### config.mk
export PLATFORM = sky130hd
export DESIGN_NAME = msk_hpc2_feeder
export DESIGN_NICKNAME = d
export VERILOG_FILES = /design/src/rtl/msk_hpc2_feeder_pkg.sv /design/src/rtl/msk_share_fifo2.sv /design/src/rtl/msk_hpc2_feeder.sv
export SDC_FILE = /design/constraint.sdc
export NUM_CORES = 1
export LEC_CHECK = 0
export BUFFER_PORTS_ARGS = -buffer_cell sky130_fd_sc_hd__clkbuf_2
export CORE_AREA = 2 2 39 41
export CTS_BUF_LIST = sky130_fd_sc_hd__clkbuf_4 sky130_fd_sc_hd__clkbuf_8
export DETAILED_ROUTE_END_ITERATION = 10
export DIE_AREA = 0 0 41 43
export PLACE_DENSITY = 0.77
export SLEW_MARGIN = 20
export SYNTH_ARGS = -nofsm -noshare
export SYNTH_HDL_FRONTEND = slang
export SYNTH_SLANG_ARGS = --single-unit
export TNS_END_PERCENT = 50
### constraint.sdc
create_clock -name clk -period 3.2 [get_ports clk]
set_input_delay 0.48 -clock clk [delete_from_list [all_inputs] [get_ports clk]]
set_output_delay 0.48 -clock clk [all_outputs]
set_load 0.03 [all_outputs]
### src/rtl/msk_hpc2_feeder_pkg.sv
// msk_hpc2_feeder_pkg: shared masking parameters and HPC2 gadget constants.
package msk_hpc2_feeder_pkg;
    localparam int MSK_D = 2;
    localparam int HPC2_LAT = 2;
    typedef enum logic [1:0] {FIFO_EMPTY, FIFO_ONE, FIFO_FULL} fifo_occ_e;
    function automatic int hpc2_nrnd(input int shares);
        return shares * (shares - 1) / 2;
    endfunction
endpackage

### src/rtl/msk_share_fifo2.sv
// msk_share_fifo2: two-entry FIFO of share words; push and pop may coincide at any occupancy.
module msk_share_fifo2 import msk_hpc2_feeder_pkg::*; #(
    parameter int W = 4
) (
    input  logic         clk,
    input  logic         rst,
    input  logic         push,
    input  logic         pop,
    input  logic [W-1:0] din,
    output logic [W-1:0] dout,
    output logic         empty,
    output logic         full
);
    (* keep = "true" *) logic [W-1:0] mem_q [2];
    logic      rd_q, wr_q, do_push, do_pop;
    fifo_occ_e occ_q, occ_n;
    always_comb begin
        empty = occ_q == FIFO_EMPTY;
        full = occ_q == FIFO_FULL;
        do_pop = pop && !empty;
        do_push = push && (!full || do_pop);
        occ_n = occ_q;
        if (do_push && !do_pop)
            occ_n = empty ? FIFO_ONE : FIFO_FULL;
        else if (do_pop && !do_push)
            occ_n = full ? FIFO_ONE : FIFO_EMPTY;
        dout = mem_q[rd_q];
    end
    always_ff @(posedge clk) begin
        if (rst) begin
            occ_q <= FIFO_EMPTY;
            rd_q <= 1'b0;
            wr_q <= 1'b0;
        end else begin
            occ_q <= occ_n;
            if (do_push) wr_q <= !wr_q;
            if (do_pop) rd_q <= !rd_q;
        end
    end
    // Storage is write-only on push; contents are never combined, only moved.
    always_ff @(posedge clk) begin
        if (do_push) mem_q[wr_q] <= din;
    end
endmodule

### src/rtl/msk_hpc2_feeder.sv
// msk_hpc2_feeder: buffers operand sharings and issues them to an HPC2 AND gadget
// together with fresh randomness, a-shares lagging b-shares by one cycle.
module msk_hpc2_feeder import msk_hpc2_feeder_pkg::*; #(
    parameter int d    = MSK_D,
    parameter int NRND = hpc2_nrnd(d)
) (
    input  logic            clk,
    input  logic            rst,
    input  logic [d-1:0]    a_shares,
    input  logic [d-1:0]    b_shares,
    input  logic            op_valid,
    output logic            op_ready,
    input  logic [NRND-1:0] rnd_in,
    input  logic            rnd_valid,
    output logic            rnd_ready,
    output logic [d-1:0]    ina,
    output logic [d-1:0]    inb,
    output logic [NRND-1:0] rnd,
    output logic            res_valid,
    output logic            busy
);
    if (d < 2) begin : g_bad_d
        $error("msk_hpc2_feeder needs at least two shares");
    end
    logic [2*d-1:0] head;
    logic           empty, full, issue, push;
    (* keep = "true" *) logic [d-1:0] ina_q;
    logic [HPC2_LAT-1:0] v_q;
    msk_share_fifo2 #(.W(2*d)) u_fifo (
        .clk   (clk),
        .rst   (rst),
        .push  (push),
        .pop   (issue),
        .din   ({a_shares, b_shares}),
        .dout  (head),
        .empty (empty),
        .full  (full)
    );
    // Outputs are forced quiet while rst is high so nothing leaks during reset.
    always_comb begin
        issue = !rst && !empty && rnd_valid;
        push = op_valid && !full && !rst;
        op_ready = rst || !full;
        rnd_ready = issue;
        inb = issue ? head[d-1:0] : '0;
        rnd = issue ? rnd_in : '0;
        ina = rst ? '0 : ina_q;
        res_valid = !rst && v_q[HPC2_LAT-1];
        busy = !rst && (!empty || |v_q);
    end
    always_ff @(posedge clk) begin
        if (rst) begin
            ina_q <= '0;
            v_q <= '0;
        end else begin
            ina_q <= issue ? head[2*d-1:d] : '0;
            v_q <= {v_q[HPC2_LAT-2:0], issue};
        end
    end
endmodule

==> results of run 1 <==
-- cells by family after synthesis --
group / Yosys count
AOI/OAI and AO/OA: 3
xor gates and xnor gates: 2
adders and majority gates: 1
buffers and inverters: 6
DFF: 17
muxes: 5
and+or+nand+nor: 24
-- stage by stage --
stage	hold slack, ns	cells	total power [mW]	worst slack, ns	utilization (%)
detailed placement	0.473	88	0.270	1.26	55.2
finish	0.371	92	0.379	1.16	57.2
global placement	0.461	88	0.269	1.30	55.2
CTS	0.359	92	0.386	1.15	57.2
global route	0.356	92	0.399	1.02	57.2
floorplan	0.440	58	0.261	1.27	-
-- sequential cells by signal (all words and copies together) (netlist names), named ones only --
| signal | count |
|---|---|
| u_fifo.mem_q | 8 |
| ina_q | 2 |
| u_fifo.occ_q | 2 |
| v_q | 2 |
| u_fifo.rd_q | 1 |
| u_fifo.wr_q | 1 |
-- power by group through the flow --
stage	Combinational [mW]	Clock, mW	Sequential, mW
6_report	0.0258	0.114	0.239
5_1_grt	0.0289	0.130	0.240
4_1_cts	0.0262	0.120	0.239
3_5_place_dp	0.0260	0	0.244
3_3_place_gp	0.0253	0	0.244
2_1_floorplan	0.0182	0	0.243
-- critical path: cells and delay by family, from the launching register on --
family	cells	cell delay [ns]
buffers and inverters	2	0.28
AND/OR/NAND/NOR	2	0.42
AO/OA/AOI/OAI	1	0.14
flip-flops	1	0.42
-- worst paths after layout --
check / cells after the start / to / slack [ns] / startpoint
worst max-delay path: 5 / rnd / 1.16 / u_fifo.occ_q[0]
worst min-delay path: 1 / u_fifo.mem_q[0][2] / 0.37 / a_shares[0]
worst max register to register: 5 / u_fifo.occ_q[0] / 1.43 / u_fifo.occ_q[0]
worst min register to register: 1 / v_q[1] / 0.48 / v_q[0]
-- layout by cell type (no fill, tap or decap), types with 2 or more instances in the layout --
cell type | netlist | final
a21oi_1 | 2 | 2
and2_1 | 2 | 2
clkbuf_2 | 0 | 17
clkbuf_4 | 0 | 3
dfxtp_1 | 9 | 9
edfxtp_1 | 8 | 8
inv_1 | 3 | 3
mux2i_1 | 5 | 5
nand2b_1 | 2 | 2
nor2_1 | 8 | 8
nor2b_1 | 6 | 6
-- Yosys cell counts (all sizes together) --
library cell / count / area (sq um)
dfxtp: 9 / 180
edfxtp: 8 / 240
nor2: 8 / 30.0
nor2b: 6 / 37.5
mux2i: 5 / 50.1
inv: 3 / 11.3
a21oi: 2 / 10.0
and2: 2 / 12.5
buf: 2 / 8.75
nand2b: 2 / 12.5
clkbuf: 1 / 3.75
ha: 1 / 12.5
nand2: 1 / 3.75
nor3: 1 / 5.00
nor3b: 1 / 12.5
nor4: 1 / 6.26
o21ai: 1 / 5.00
or2: 1 / 6.26
or3: 1 / 6.26
xnor2: 1 / 8.76
xor2: 1 / 8.76
-- metal layers --
metal,wire length (microns),vias to the layer above,part of all wire [%],GRT usage [%]
li1,-,228,-,-
met1,427,191,46,15.9
met2,438,10,47,18.8
met3,42,3,4.5,4.71
met4,23,0,2.5,8.00
met5,0,-,0,0
-- final cells by class --
type,instances,area [sq um],share of cell area (%)
Inverter,3,11.3,1.42
Timing Repair Buffer,17,85.1,10.7
Tap cell,16,20.0,2.53
Multi-Input combinational cell,35,228,28.8
Sequential cell,17,420,53.1
Clock inverter,1,5.00,0.632
Clock buffer,3,22.5,2.84
==> summary.txt, run 1 <==
Status
  • Status: complete, no violations

Clock tree
  • CTS Root Cell: clkbuf_4
  • Later-pin clock latency in the skew report: roughly 0.29 ns
  • CTS tree: done
  • H-Tree Depth: 1
  • CTS Sinks: 17
  • Hold Buf Count CTS: 0
  • Post-CTS sizing: 0
  • # Post-CTS Setup Buffers: 0
  • CTS Buffer Depth: 2
  • Cts bufs inserted: 3
  • CTS clk-pin slew, worst paths: ~0.10 ns

Logic synthesis
  • Mapped Area: between 600 and 700 sq um
  • Syn Nets: 68
  • Sequential share of the synthesized area: between 60% and 70%
  • Synthesized flop and latch total: 17
  • Main combinational cell family by area after synthesis: simple AND/OR/NAND/NOR gates
  • Synth warnings: 0
  • Post-synthesis xor/xnor area fraction: under 10%
  • Syn_area_per_cell: roughly 12 sq um
  • Post-Synth Adder-Cell Area: 1.86%
  • Synth Instances: 58
  • Mux cell area share after synthesis: between 7 and 8%
  • Simple-gate share of the synthesized area: ~20%
  • Post-synthesis compound-gate area fraction: 2.23%
  • Synth cell types: 22

Timing
  • Final setup fails: 0
  • Final Skew: roughly 0.0011 ns
  • Pins Over Slew Limit: 0
  • Final period utilization: 63.7%
  • Worst slew pin tran: 0.371 ns
  • Unrepaired setup endpoints after global routing: no
  • Fmax: slightly below 0.5 GHz
  • Rel. slew slack: about three quarters
  • Sum of negative setup slack: 0 ns
  • Final Hold Vio Count: 0
  • Crit path time final: around 2.0 ns

Pwr
  • Flop pwr share: 63.1%
  • Maximum VDD drop: 0.274 mV
  • Power density cells: 479 nW/um^2
  • Pint: between 0.2 and 0.3 mW
  • Sw Share: about 23%
  • Combinational group share of total power: under 10%
  • Leakage power: 0.340 nW
  • Switching pwr: 0.0854 mW
  • Clock share of power: between 30% and 40%

Setup path
  • Kind of critical path: register to primary output
  • Worst-path maximum fanout: 7
  • Slowest library cell on the worst path: dfxtp_1
  • CP Launch Type: register
  • CP cell instances: o21ai_1, or2_1, inv_1, and2_1, clkbuf_2
  • Worst path max stage delay: 0.42 ns
  • CP Capture Type: primary output
  • Data arrival, critical path: between 1.5 and 2 ns
  • CP required: approximately 2.7 ns

Floorplanning
  • Die extent in x: 41 microns
  • DIE HEIGHT: 43 microns
  • Num ports: 18
  • Core Box Area: between 1000 and 1500 sq um
  • Die ar.: around 1800 sq um
  • Initial cell density of the core: between 40% and 50%
  • Num rows: 14

Layout
  • Layout Nets: between 80 and 90
  • Area grow syn2layout: 17.9%
  • Finished Cell Area: approximately 800 sq um
  • N_diodes: 0
  • Layout cell share with drive strength beyond 1: between 20% and 30%
  • Fill cells: about 120

Routing
  • DRC viols: 0
  • ANT nets after route: 0
  • Drt pass-1 iters: 2
  • Initial DRC count: 2
  • Routed wire length: 932 microns
  • WL/cell: ~10 microns
  • Routed via count: roughly 430
  • Vias per cell: between 4 and 5

Global route
  • Vias in the first global route: 377
  • Initial antenna violation count: 0
  • GRT Total Usage: between 10% and 20%
  • Largest net degree at the start of global routing: 14
  • Grt ovf: 0
  • Global-route wire length before repair: approximately 1.5 mm

Placement
  • Post-DP Area: between 700 and 800 sq um
  • Number of port buffers: 17
  • DP HPWL: ~710 microns
  • Routability congestion estimate: ~0.63

Flow run
  • Max Cap Violations: 0

Worst hold path
  • Worst hold path type: primary input to register
Note: power is estimated with default switching activity, not from simulation.
==> inputs of run 2 (changes only) <==
--- a/config.mk
+++ b/config.mk
@@ -5,12 +5,13 @@
 export SDC_FILE = /design/constraint.sdc
 export NUM_CORES = 1
 export LEC_CHECK = 0
+export ABC_AREA = 1
 export BUFFER_PORTS_ARGS = -buffer_cell sky130_fd_sc_hd__clkbuf_2
-export CORE_AREA = 2 2 39 41
+export CORE_MARGIN = 1
+export CORE_UTILIZATION = 53
 export CTS_BUF_LIST = sky130_fd_sc_hd__clkbuf_4 sky130_fd_sc_hd__clkbuf_8
 export DETAILED_ROUTE_END_ITERATION = 10
-export DIE_AREA = 0 0 41 43
-export PLACE_DENSITY = 0.77
+export PLACE_DENSITY = 0.79
 export SLEW_MARGIN = 20
 export SYNTH_ARGS = -nofsm -noshare
 export SYNTH_HDL_FRONTEND = slang
==> constraint.sdc (replaced) <==
create_clock -name clk -period 2.1 [get_ports clk]
set_input_delay 0.315 -clock clk [delete_from_list [all_inputs] [get_ports clk]]
set_output_delay 0.315 -clock clk [all_outputs]
set_load 0.03 [all_outputs]
==> run 2 against run 1 <==
Effect of this change:
- clock-buffer cell count is 1 higher
- first-iteration DRC count grew to 5.0 times the previous value
- combinational power grew to 3.6 times the previous value
- design area is 7.4% higher
- highest routed layer is now met3
- global-route usage is 5.5 points higher
- clock power is 60% higher
- cell count is 18% higher
- clock skew is 0.00055 ns higher
- worst hold slack worse by 0.16 ns
- synthesized cell count is 29% higher
- critical path depth stayed put
- register-to-register slack worse by 0.77 ns
==> summary.txt, run 2 <==
Clock tree
  • CTS clk-pin slew, worst paths: around 0.090 ns
  • CTS Sinks: 17
  • CTS tree: done
  • CTS Root Cell: clkbuf_4
  • Post-CTS sizing: 0
  • Later-pin clock latency in the skew report: approximately 0.28 ns
  • CTS Buffer Depth: 2
  • Cts bufs inserted: 3
  • # Post-CTS Setup Buffers: 0
  • H-Tree Depth: 1
  • Hold Buf Count CTS: 0

Layout
  • Area grow syn2layout: 17.2%
  • Fill cells: 82
  • Layout Nets: about 110
  • Most frequent cells in the layout: 17 x clkbuf_2, 14 x inv_1, 10 x nand2_1
  • N_diodes: 0
  • Commonest non-fill, non-tap cell in the layout: clkbuf_2
  • Biggest register: u_fifo.mem_q
  • Layout cell share with drive strength beyond 1: a little over a third
  • Register area: approximately 420 sq um
  • Area of the multi-input gates: ~230 sq um
  • Max reg flops: 8

Placement
  • Number of port buffers: 17
  • Routability congestion estimate: about 0.87
  • DP HPWL: approximately 850 microns

Floorplanning
  • Die extent in x: about 40 microns
  • Num ports: 18
  • Die ar.: 1520 sq um
  • DIE HEIGHT: 39.0 microns
  • Num rows: 12
  • Initial cell density of the core: ~60%
  • Core Box Area: ~1200 sq um

Logic synthesis
  • Synth Flop Type: dfxtp_1
  • Post-synthesis xor/xnor area fraction: 0%
  • Synth top area cells: edfxtp_1 33%, dfxtp_1 25%, inv_1 7.2%
  • Synth warnings: 0
  • Mapped Area: approximately 730 sq um
  • Synth cell types: 21
  • Post-synthesis compound-gate area fraction: a little over 9%
  • Main combinational cell family by area after synthesis: simple AND/OR/NAND/NOR gates
  • Post-Synth Adder-Cell Area: 1.72%
  • Mux cell area share after synthesis: 0%
  • Syn_area_per_cell: roughly 9.7 sq um
  • Post-synth top cells: 14 x inv_1, 10 x nand2_1, 9 x dfxtp_1, 9 x nor2_1, 8 x edfxtp_1
  • Synthesized flop and latch total: 17
  • Synth top area share: between 30% and 40%
  • Leading cell type by number of instances after synthesis: inv_1
  • Simple-gate share of the synthesized area: 21.4%
  • Post-synth EDFFs: 8
  • Synth Instances: 75
  • Syn Nets: 85
  • Sequential share of the synthesized area: between 50 and 60%
  • FFs w/ async S/R, synth: 0%
  • Dominant cell type by area after synthesis: edfxtp_1

Timing
  • WHS: 0.214 ns
  • Fmax: between 0.6 and 0.7 GHz
  • Final period utilization: just under 80%
  • Pins Over Slew Limit: 0
  • Crit path time final: roughly 1.7 ns
  • Final setup fails: 0
  • Final Hold Vio Count: 0
  • Final Skew: around 0.0016 ns
  • Sum of negative setup slack: 0 ns
  • Worst slew pin tran: about 0.35 ns
  • Rel. slew slack: 76.5%
  • Unrepaired setup endpoints after global routing: no

Setup path
  • CP required: approximately 1.8 ns
  • Worst Reg-to-Reg Cells: 7
  • Worst r2r src: u_fifo.occ_q[1]
  • Worst path max stage delay: 0.43 ns
  • Worst Setup SP: u_fifo.occ_q[1]
  • Worst-path maximum fanout: 8
  • Worst r2r dst: u_fifo.occ_q[0]
  • Data arrival, critical path: 1.34 ns
  • CP Launch Type: register
  • FF-to-FF setup slack: ~0.66 ns
  • Slowest library cell on the worst path: dfxtp_1
  • Kind of critical path: register to primary output
  • CP cell instances: nor2_2, nor2_4, nand2_4, a21oi_2, clkbuf_2
  • CP Capture Type: primary output

Routing
  • Met1 WL: 535 microns
  • ANT nets after route: 0
  • Initial DRC count: 10
  • Drt pass-1 iters: 4
  • Routed via count: roughly 500
  • Routed wire length: around 1.1 mm
  • WL/cell: approximately 10 microns
  • DR WL met2: slightly below 500 microns
  • Vias per cell: between 4 and 5
  • DR top layer: met3
  • DRC viols: 0
  • Metal3 WL: 78 microns

Global route
  • Initial antenna violation count: 0
  • Grt ovf: 0
  • GRT Total Usage: a little under a fifth
  • Global-route wire length before repair: 1.81 mm
  • Largest net degree at the start of global routing: 10
  • Vias in the first global route: between 400 and 500

Flow run
  • Max Cap Violations: 0

Worst hold path
  • Hold depth: 1
  • WHS Endpoint: u_fifo.mem_q[0][1]
  • Worst min-delay path startpoint: b_shares[1]
  • Worst hold path type: primary input to register

Pwr
  • Maximum VDD drop: between 0.6 and 0.7 mV
  • Total power: approximately 0.65 mW
  • Leakage power: between 0.3 and 0.4 nW
  • Power density cells: around 770 nW/um^2

Status
  • Status: complete, no violations
-- run 2: cell type report --
cell class | count | share of cell area (%)
clock buffer | 4 | 3.53
timing repair buffer | 17 | 10.0
inverter | 16 | 7.50
sequential | 17 | 49.4
tap | 14 | 2.06
multi-input combinational | 41 | 27.5
-- run 2: kinds of logic (layout without fill, tap and decap cells) --
group                      Yosys count  after routing
DFF                                 17             17
adders and majority gates            1              1
buffers and inverters               17             37
and+or+nand+nor                     30             30
AOI/OAI and AO/OA                   10             10
-- run 2: through the flow --
stage,utilization (%),setup WS (ns),cells,area (sq um)
after floorplan,-,0.714,75,726
after global placement,69.2,0.720,105,821
after detailed placement,69.2,0.665,105,821
after CTS,71.7,0.408,109,851
after global routing,71.7,0.338,109,851
final,71.7,0.442,109,851
-- run 2: worst max-delay path by stage --
| stage | end | slack, ns | depth (start not counted) |
|---|---|---|---|
| after floorplan | rnd | 0.71 | 4 |
| after global placement | u_fifo.occ_q[0] | 0.72 | 7 |
| after detailed placement | u_fifo.occ_q[1] | 0.66 | 8 |
| after CTS | inb[1] | 0.41 | 5 |
| after global routing | inb[1] | 0.34 | 5 |
| final | inb[1] | 0.44 | 5 |
-- run 2: metal layers --
layer | track usage (%) | vias to the layer above
met5 | 0 | -
met3 | 8.67 | 0
met4 | 5.17 | 0
met2 | 30.4 | 20
li1 | - | 275
met1 | 21.4 | 201
-- run 2: critical path, delay by kind of cell (launching register included) --
kind / cells / cell delay [ns]
simple gates: 3 / 0.31
buf+inv: 1 / 0.21
flops: 1 / 0.43
compound gates: 1 / 0.11
-- run 2: power breakdown --
| group | internal, mW | leakage [nW] | total, mW | switching (mW) |
|---|---|---|---|---|
| registers | 0.364 | 0.147 | 0.376 | 0.0115 |
| clock network | 0.0867 | 0.0184 | 0.182 | 0.0952 |
| logic | 0.0310 | 0.218 | 0.0940 | 0.0630 |
==> inputs of run 3 (changes only) <==
--- a/config.mk
+++ b/config.mk
@@ -5,13 +5,13 @@
 export SDC_FILE = /design/constraint.sdc
 export NUM_CORES = 1
 export LEC_CHECK = 0
-export ABC_AREA = 1
+export ABC_AREA = 0
 export BUFFER_PORTS_ARGS = -buffer_cell sky130_fd_sc_hd__clkbuf_2
 export CORE_MARGIN = 1
-export CORE_UTILIZATION = 53
+export CORE_UTILIZATION = 47
 export CTS_BUF_LIST = sky130_fd_sc_hd__clkbuf_4 sky130_fd_sc_hd__clkbuf_8
 export DETAILED_ROUTE_END_ITERATION = 10
-export PLACE_DENSITY = 0.79
+export PLACE_DENSITY = 0.75
 export SLEW_MARGIN = 20
 export SYNTH_ARGS = -nofsm -noshare
 export SYNTH_HDL_FRONTEND = slang
==> constraint.sdc (replaced) <==
create_clock -name clk -period 1.3 [get_ports clk]
set_input_delay 0.195 -clock clk [delete_from_list [all_inputs] [get_ports clk]]
set_output_delay 0.195 -clock clk [all_outputs]
set_load 0.03 [all_outputs]
==> run 3 against run 2 <==
Effect of this change:
- the flow now finishes with violations (setup timing)
- die area grew 4.2%
- total power grew 50%
- largest power group unchanged
- highest routed layer is now met4
- global-route usage grew 1.9 points
- routed wire length grew 24%
- non-clock buffer count grew 14
- sequential cell count is the same
==> summary.txt, run 3 (same netlist as run 1, synthesis figures left out) <==
Status
  • Status: finished, violations left
  • Failing checks: setup timing

Timing
  • Rel. slew slack: between 80% and 90%
  • Final Hold Vio Count: 0
  • WHS: 0.0914 ns
  • Pins Over Slew Limit: 0
  • Final setup fails: 17
  • Sum of negative setup slack: -3.35 ns
  • Worst slew pin tran: 0.289 ns
  • Final worst slack: -0.327 ns
  • Final Skew: 0.00346 ns
  • Crit path time final: around 1.6 ns
  • Final period utilization: 125%
  • Unrepaired setup endpoints after global routing: yes
  • Fmax: around 0.6 GHz

Placement
  • Placed instance count: 94
  • Number of port buffers: 17
  • Routability congestion estimate: 0.769
  • DP HPWL: roughly 800 microns

Layout
  • Fin util: about three quarters
  • Most frequent cells in the layout: 13 x buf_4, 11 x clkbuf_2, 8 x edfxtp_1
  • N_diodes: 0
  • Fill cells: around 90
  • Commonest non-fill, non-tap cell in the layout: buf_4
  • Layout cell share with drive strength beyond 1: around 52%
  • Area grow syn2layout: 50.1%
  • Max reg flops: 8
  • Layout Nets: a little over 100
  • Biggest register: u_fifo.mem_q
  • Fin cells: approximately 110

Floorplanning
  • Die ar.: roughly 1600 sq um
  • DIE HEIGHT: between 30 and 40 microns
  • Initial cell density of the core: about half
  • Core Box Area: around 1300 sq um
  • Die extent in x: about 40 microns
  • Num rows: 13
  • Num ports: 18

Clock tree
  • Later-pin clock latency in the skew report: 0.29 ns
  • H-Tree Depth: 1
  • Cts bufs inserted: 3
  • CTS clk-pin slew, worst paths: roughly 0.1 ns
  • Hold Buf Count CTS: 0
  • CTS Root Cell: clkbuf_4
  • CTS Buffer Depth: 2
  • CTS tree: done
  • CTS Sinks: 17

Pwr
  • Switching pwr: 0.231 mW
  • Maximum VDD drop: 0.699 mV
  • Pint: about 0.75 mW
  • Clock share of power: roughly 29%
  • Flop pwr share: around three fifths
  • Leakage power: 0.427 nW
  • Sw Share: roughly a quarter
  • Power density cells: slightly below 1000 nW/um^2
  • Total power: 0.978 mW
  • Combinational group share of total power: 10.6%

Setup path
  • Kind of critical path: register to register
  • Worst-path maximum fanout: 3
  • Worst r2r src: u_fifo.occ_q[1]
  • Worst Reg-to-Reg Cells: 6
  • CP required: approximately 1.5 ns
  • FF-to-FF setup slack: -0.33 ns
  • CP Capture Type: register
  • CP Launch Type: register
  • Worst r2r dst: u_fifo.occ_q[0]
  • Data arrival, critical path: approximately 1.9 ns

Flow run
  • Max Cap Violations: 0

Worst hold path
  • WHS Endpoint: u_fifo.mem_q[0][2]
  • Hold depth: 1
  • Worst hold path type: primary input to register
  • Worst min-delay path startpoint: a_shares[0]

Global route
  • Global-route wire length before repair: 1.96 mm
  • GRT Total Usage: just over 20%
  • Grt ovf: 0
  • Initial antenna violation count: 0
  • Vias in the first global route: ~480
  • Largest net degree at the start of global routing: 11

Routing
  • WL/cell: 13.1 microns
  • Vias per cell: between 4 and 5
  • Routed wire length: between 1 and 1.5 mm
  • Initial DRC count: 11
  • Drt pass-1 iters: 4
  • ANT nets after route: 0
  • DRC viols: 0
  • Routed via count: between 500 and 600
## run 3: worst max path at each step
stage | start | to | slack, ns
2_1_floorplan | u_fifo.occ_q[0] | u_fifo.occ_q[0] | -0.20
3_3_place_gp | u_fifo.occ_q[0] | u_fifo.occ_q[0] | -0.17
3_5_place_dp | u_fifo.occ_q[1] | u_fifo.occ_q[0] | -0.22
4_1_cts | u_fifo.occ_q[1] | u_fifo.occ_q[0] | -0.31
5_1_grt | u_fifo.occ_q[0] | u_fifo.occ_q[0] | -0.39
6_report | u_fifo.occ_q[1] | u_fifo.occ_q[0] | -0.33
## run 3: repair_timing
action	in CTS	in global routing
pin swaps	5	2
setup endpoints to repair	16	17
setup buffers	7	0
gates cloned	0	0
gates resized for setup	18	8
## run 3: critical path, stage by stage, from the launching register on
cell	delay [ns]
dfxtp_2	0.34
buf_4	0.13
nor2b_4	0.13
nor3b_4	0.24
ha_4	0.24
or3_1	0.36
a21oi_2	0.13
## run 3: final cells by class
type / count / area (sq um) / area share (%)
Tap cell: 15 / 18.8 / 1.86
Clock inverter: 1 / 5.00 / 0.496
Inverter: 3 / 13.8 / 1.36
Sequential cell: 17 / 425 / 42.2
Multi-Input combinational cell: 35 / 282 / 27.9
Clock buffer: 3 / 22.5 / 2.23
Timing Repair Buffer: 31 / 241 / 23.9
## run 3: power groups by stage
stage / registers, mW / clock network [mW] / logic [mW]
after floorplan: 0.597 / 0 / 0.0508
after global placement: 0.600 / 0 / 0.0816
after detailed placement: 0.601 / 0 / 0.0837
after CTS: 0.588 / 0.299 / 0.0989
after global routing: 0.591 / 0.307 / 0.113
final: 0.588 / 0.286 / 0.104
## run 3: per-layer routing
layer	part of all wire, %	track usage, %
met5	0	0
met4	1.5	15.5
met3	3.5	3.41
met2	52	33.6
met1	43	23.2
## run 3: metrics by stage
stage                     setup WS (ns)  instance area, sq um
final                            -0.327                  1010
after global routing             -0.393                  1010
after CTS                        -0.314                   988
after detailed placement         -0.217                   852
after global placement           -0.166                   852
after floorplan                  -0.196                   714
